## src/rtl/serial_adder_ctrl.sv

```systemverilog
// Bit-serial adder controller: drives one full-adder cell LSB-first across WIDTH-bit operands.
// Define SERIAL_ADDER_OVF_EN to add the registered signed-overflow output ovf_o.
module serial_adder_ctrl #(
    parameter int unsigned WIDTH = 4
) (
    input  logic             clk_i,
    input  logic             rst_ni,
    input  logic             start_i,
    input  logic [WIDTH-1:0] a_i,
    input  logic [WIDTH-1:0] b_i,
    input  logic             cin_i,
    output logic             busy_o,
    output logic             done_o,
    output logic [WIDTH-1:0] sum_o,
`ifdef SERIAL_ADDER_OVF_EN
    output logic             cout_o,
    output logic             ovf_o
`else
    output logic             cout_o
`endif
);

    localparam int unsigned CntW = $clog2(WIDTH);
    localparam logic [CntW-1:0] CntLast = CntW'(WIDTH - 1);

    typedef enum logic [1:0] {
        StIdle,
        StRun,
        StDone
    } state_e;

    state_e            state_q, state_d;
    logic [WIDTH-1:0]  a_sh_q, a_sh_d;
    logic [WIDTH-1:0]  b_sh_q, b_sh_d;
    logic [WIDTH-1:0]  res_sh_q, res_sh_d;
    logic [WIDTH-1:0]  sum_q, sum_d;
    logic [CntW-1:0]   cnt_q, cnt_d;
    logic              carry_q, carry_d;
    logic              cout_q, cout_d;
`ifdef SERIAL_ADDER_OVF_EN
    logic              ovf_q, ovf_d;
`endif

    // The shared full-adder cell.
    logic cell_s, cell_co;
    assign cell_s  = a_sh_q[0] ^ b_sh_q[0] ^ carry_q;
    assign cell_co = (a_sh_q[0] & b_sh_q[0]) | (carry_q & (a_sh_q[0] ^ b_sh_q[0]));

    always_comb begin
        state_d  = state_q;
        a_sh_d   = a_sh_q;
        b_sh_d   = b_sh_q;
        res_sh_d = res_sh_q;
        sum_d    = sum_q;
        cnt_d    = cnt_q;
        carry_d  = carry_q;
        cout_d   = cout_q;
`ifdef SERIAL_ADDER_OVF_EN
        ovf_d    = ovf_q;
`endif
        unique case (state_q)
            StIdle, StDone: begin
                state_d = StIdle;
                if (start_i) begin
                    state_d  = StRun;
                    a_sh_d   = a_i;
                    b_sh_d   = b_i;
                    carry_d  = cin_i;
                    cnt_d    = '0;
                    res_sh_d = '0;
                end
            end
            StRun: begin
                carry_d  = cell_co;
                res_sh_d = {cell_s, res_sh_q[WIDTH-1:1]};
                a_sh_d   = {1'b0, a_sh_q[WIDTH-1:1]};
                b_sh_d   = {1'b0, b_sh_q[WIDTH-1:1]};
                cnt_d    = cnt_q + CntW'(1);
                if (cnt_q == CntLast) begin
                    state_d = StDone;
                    sum_d   = {cell_s, res_sh_q[WIDTH-1:1]};
                    cout_d  = cell_co;
`ifdef SERIAL_ADDER_OVF_EN
                    // carry_q is the carry into the MSB on the final bit.
                    ovf_d   = cell_co ^ carry_q;
`endif
                end
            end
            default: state_d = StIdle;
        endcase
    end

    always_ff @(posedge clk_i or negedge rst_ni) begin
        if (!rst_ni) begin
            state_q  <= StIdle;
            a_sh_q   <= '0;
            b_sh_q   <= '0;
            res_sh_q <= '0;
            sum_q    <= '0;
            cnt_q    <= '0;
            carry_q  <= 1'b0;
            cout_q   <= 1'b0;
`ifdef SERIAL_ADDER_OVF_EN
            ovf_q    <= 1'b0;
`endif
        end else begin
            state_q  <= state_d;
            a_sh_q   <= a_sh_d;
            b_sh_q   <= b_sh_d;
            res_sh_q <= res_sh_d;
            sum_q    <= sum_d;
            cnt_q    <= cnt_d;
            carry_q  <= carry_d;
            cout_q   <= cout_d;
`ifdef SERIAL_ADDER_OVF_EN
            ovf_q    <= ovf_d;
`endif
        end
    end

    assign busy_o = (state_q == StRun);
    assign done_o = (state_q == StDone);
    assign sum_o  = sum_q;
    assign cout_o = cout_q;
`ifdef SERIAL_ADDER_OVF_EN
    assign ovf_o  = ovf_q;
`endif

endmodule

```

## config.mk

```make
export PLATFORM = sky130hd
export DESIGN_NAME = serial_adder_ctrl
export DESIGN_NICKNAME = d
export VERILOG_FILES = /design/src/rtl/serial_adder_ctrl.sv
export SDC_FILE = /design/constraint.sdc
export NUM_CORES = 1
export LEC_CHECK = 0
export ABC_AREA = 1
export CORE_MARGIN = 2
export CORE_UTILIZATION = 53
export CTS_CLUSTER_SIZE = 20
export DETAILED_ROUTE_END_ITERATION = 10
export PLACE_DENSITY = 0.79
export SLEW_MARGIN = 20
export SYNTH_ARGS = -nofsm -noshare
export SYNTH_HDL_FRONTEND = slang
export SYNTH_SLANG_ARGS = --single-unit
export TNS_END_PERCENT = 20
```

## constraint.sdc

```tcl
create_clock -name clk_i -period 2.15 [get_ports clk_i]
set_clock_uncertainty 0.2 [all_clocks]
set_input_delay 0.43 -clock clk_i [delete_from_list [all_inputs] [get_ports clk_i]]
set_output_delay 0.43 -clock clk_i [all_outputs]
set_load 0.01 [all_outputs]
```

# Yosys cells after proc, flatten, opt, wreduce, memory -nomap -nowiden
# Cells that the tools add are included.
[classes]
addsub = 1
eq_ne = 5
muxes = 13
bitwise_logic = 5
reduce_logical = 5
[op_table]
columns = ["op", "count"]
rows = [
  ["$pmux W4 S2", 3],
  ["$mux W4", 3],
  ["$pmux W2 S2", 2],
  ["$eq A2 B2 Y1 const B", 2],
  ["$mux W2", 2],
  ["$reduce_and A2 Y1", 2],
  ["$add A2 B1 Y2 const B", 1],
  ["$and A1 B1 Y1", 2],
  ["$eq A2 B1 Y1 const B", 1],
  ["$logic_not A2 Y1", 1],
  ["$mux W1", 2],
  ["$ne A2 B1 Y1 const B", 1],
  ["$ne A2 B2 Y1 const B", 1],
  ["$pmux W1 S2", 1],
  ["$reduce_bool A2 Y1", 1],
  ["$reduce_or A2 Y1", 1],
  ["$xor A1 B1 Y1", 2],
  ["$or A1 B1 Y1", 1],
]
[totals]
register_bits = 22
in_bits = 12
output_inout_bits = 7

# Logic depth before layout (Yosys ltp)
[logic_depth]
ltp_word = 4
depth_mapped = 7

# Least setup slack after synthesis
# Ideal clock, no wire load.
[synth_path]
kind = "flip-flop to flip-flop"
start = "register a_sh_q[0]"
end = "register carry_q"
setup_time_ps = 117
arrival_time_ps = 1033
required_time_ps = 1833
setup_slack_ps = 800
stages_incl_launch_ff = 6
n_path_buf = 0
path_cell_list = "dfrtp_1 fa_1 inv_1 nand3_1 nand3_1 nand2_1"
[synth_between]
elab_chain_cells = 4
word_cells_on_any_way = 5
cone_classes = "mux: 1; bitwise: 4"
[synth_lines]
columns = ["item", "line", "source"]
rows = [
  ["start, declared", "33", "logic [WIDTH-1:0] a_sh_q, a_sh_d;"],
  ["start signal, assigned", "108", "a_sh_q <= a_sh_d;"],
  ["$xor A1 B1 Y1", "47", "assign cell_co = (a_sh_q[0] & b_sh_q[0]) | (carry_q & (a_sh_q[0] ^ b_sh_q[0]));"],
  ["$and A1 B1 Y1", "47", ""],
  ["$or A1 B1 Y1 *", "47", ""],
  ["net cell_co", "45", "logic cell_s, cell_co;"],
  ["$pmux W1 S2 *", "61", "unique case (state_q)"],
  ["end signal, assigned", "113", "carry_q <= carry_d;"],
  ["end, declared", "38", "logic carry_q, carry_d;"],
]
# Mark *: on every way through the listed nets, which the timed path passes. The rest lies on a longest branch.
# A chain may end at the register's enable or synchronous reset.

# Worst setup path after layout
[layout_path]
start = "register state_q[0]"
end = "output done_o"
[layout_between]
elab_chain_cells = 1
[layout_lines]
columns = ["item", "line", "source"]
rows = [
  ["start, declared", "32", "state_e state_q, state_d;"],
  ["start signal, assigned", "95", "state_q <= StIdle;"],
  ["start signal, assigned", "107", "state_q <= state_d;"],
  ["$eq A2 B2 Y1", "122", "assign done_o = (state_q == StDone);"],
  ["end, declared", "13", "output logic done_o,"],
]
# No other way between the ends.

==> impl_metrics.tcl <==
set metrics [dict create \
    hold_viol_final 0 \
    yosysWarnings 0 \
    gr-total-overflow 0 \
    p_total_mw 1.81 \
    peakVddDrop_mv 0.873 \
    cts_sinks 21 \
    finalSetupViolations 0 \
    synth_cell_type_count 17 \
    cp_max_fo 9 \
    clk_latency_ns 0.30 \
    tns_ns 0 \
    grt.busiest_layer "met2" \
    antenna_cells 0 \
    synth_area_per_cell_um2 8.65 \
    rows 15 \
    drcViolationCount 0 \
    path_clk_slew_ns 0.11 \
    fillers 143 \
    power_density_nw_per_um2 1470 \
    cts_root_buf "clkbuf_4" \
    syn_nets 129 \
    synth_edf_count 0 \
    grt_pass1_vias 719 \
    rsz0062_at_grt "no" \
    ys_ff_latch 21 \
    arrival_ns 1.27 \
    relSlewSlack_pct 82.4 \
    track_usage_pct 19.5 \
    ys_async_sr_fraction_pct 100 \
    routedWlPerCell_um 10.8 \
    grt_pass1_wl_um 2970 \
    design.core.area_um2 1750 \
    drt-initial-drc-count 13 \
    tritoncts "built" \
    max_freq_mhz 527 \
    ctsHtreeMaxLevel 1 \
    timing.critical_path.from_type "flip-flop" \
    gp_congestion 0.751 \
    postSynthCellCount 115 \
    wirelength_um 1750 \
    ant_nets 0 \
    use_met3_pct 2.69 \
    register_area_um2 526 \
    met1_usage_pct 27.6 \
    required_ns 1.52 \
    syn_area_um2 995 \
    hold_class "in2async" \
    critPathCaptureType "output pin" \
    dieWidth_um 47.3 \
    cts.path.max_buffers 2 \
    antenna_found_initial 0 \
    grt_max_degree 22 \
    cts_buffers 3 \
    drv_cap 0 \
    worst_pin_slew_ns 0.265 \
    initial_core_util_pct 57.0 \
    min_period_over_period_pct 88.2 \
    status "finished, final reports clean" \
    fp.dieH_um 47.3 \
    synth_ff_type "dfrtp_1" \
    ios 19 \
    finalMaxSlewViolations 0 \
    reg2reg_slack_ns 0.70 \
    final_nets 152 \
    use_met2_pct 28.9 \
    port_buffers 18 \
    critPathKind "reg2out" \
    multi_input_area_um2 363 \
    yosysSeqAreaShare_pct 52.8 \
    drtPass1Iterations 4 \
    vias_per_cell 4.77 \
    min_period_ns 1.90 \
    dp_hpwl_um 1320 \
    cellLeakagePower_nw 0.658 \
    vias 772 \
    final_layout_size_suffix_gt1_share_pct 13.1 \
    syn2layout_area_growth_pct 23.4 \
    holdBufCountCts 0 \
    die_area_um2 2240 \
]
-- layer usage --
layer,wire length (µm),up-vias
met1,854,347
met4,36,0
li1,-,397
met3,94,5
met5,0,-
met2,761,23
-- worst max-delay path, cell delays in order, from the launching register on --
cell and delay [ns]:
dfrtp_1 0.42, buf_4 0.18, nor2_1 0.10, dlygate4sd2_1 0.27
-- cell usage after synthesis, types with 2 or more instances --
library cell   n  area share (%)
o21ai_1        7             3.5
nand2_4        3             3.4
o21ai_2        2             1.8
nand2_1       36              14
inv_2          3             1.1
nor2_1         2            0.75
nand3_1       14             7.0
inv_1         18             6.8
dfrtp_1       21              53
buf_6          2             2.3
-- cells by family after synthesis --
group	after synthesis	share of synthesized area [%]
buf+inv	24	10.7
fa+ha+maj	2	3.27
flops	21	52.8
simple gates	57	26.5
compound gates	11	6.67
-- flip-flops by register name, indices dropped and copies added (netlist names) --
register	flops
res_sh_q	3
b_sh_q	4
cout_o	1
cnt_q	2
sum_o	4
state_q	2
a_sh_q	4
carry_q	1
-- timing repair --
action,CTS,global route
cloned,0,0
gates resized for setup,1,1
setup buffers,0,0
pin swaps,0,1
setup endpoints to repair,1,1
-- area by class of cell --
type,instances,area share (%)
inverters,22,6.83
multi-input cells,70,29.6
clock inverters,1,0.408
repair buffers,20,16.0
clock buffers,3,1.83
well taps,25,2.55
flip-flops and latches,21,42.8
-- through the flow --
step           std cells  setup slack [ns]  area [µm²]  hold slack (ns)  utilization (%)
2_1_floorplan        115             0.800         995          -0.0656                -
3_3_place_gp         158             0.345        1200            0.266             68.7
3_5_place_dp         158             0.318        1200            0.264             68.7
4_1_cts              162          0.000160        1220            0.250             70.2
5_1_grt              162             0.199        1230            0.284             70.3
6_report             162             0.253        1230            0.246             70.3
-- report_power, final --
group,internal [mW],switching (mW)
Clock,0.0695,0.119
Sequential,0.584,0.108
Combinational,0.381,0.546
Total,1.03,0.774
-- path summary, 6_finish.rpt --
path                        startpoint  cells after the start     endpoint
max in group asynchronous       rst_ni                      2       cout_o
setup reg to reg             a_sh_q[0]                      5      carry_q
hold / removal                  rst_ni                      2    b_sh_q[3]
min in group clk_i         res_sh_q[2]                      2  res_sh_q[1]
setup / recovery            state_q[0]                      3       done_o
hold reg to reg            res_sh_q[2]                      2  res_sh_q[1]
-- placed cells by master, fill, tap and decap left out, types with 2 or more instances in the layout --
cell | netlist | final
buf_4 | 0 | 2
nor2_1 | 2 | 2
dfrtp_1 | 21 | 21
o21ai_1 | 7 | 7
nand3_1 | 14 | 14
inv_1 | 18 | 18
o21ai_2 | 2 | 2
nand2_4 | 3 | 3
inv_2 | 3 | 3
clkbuf_4 | 0 | 3
clkdlybuf4s50_1 | 0 | 16
nand2_1 | 36 | 36
clkinv_2 | 1 | 2
Power figures use the tool's default switching activity.
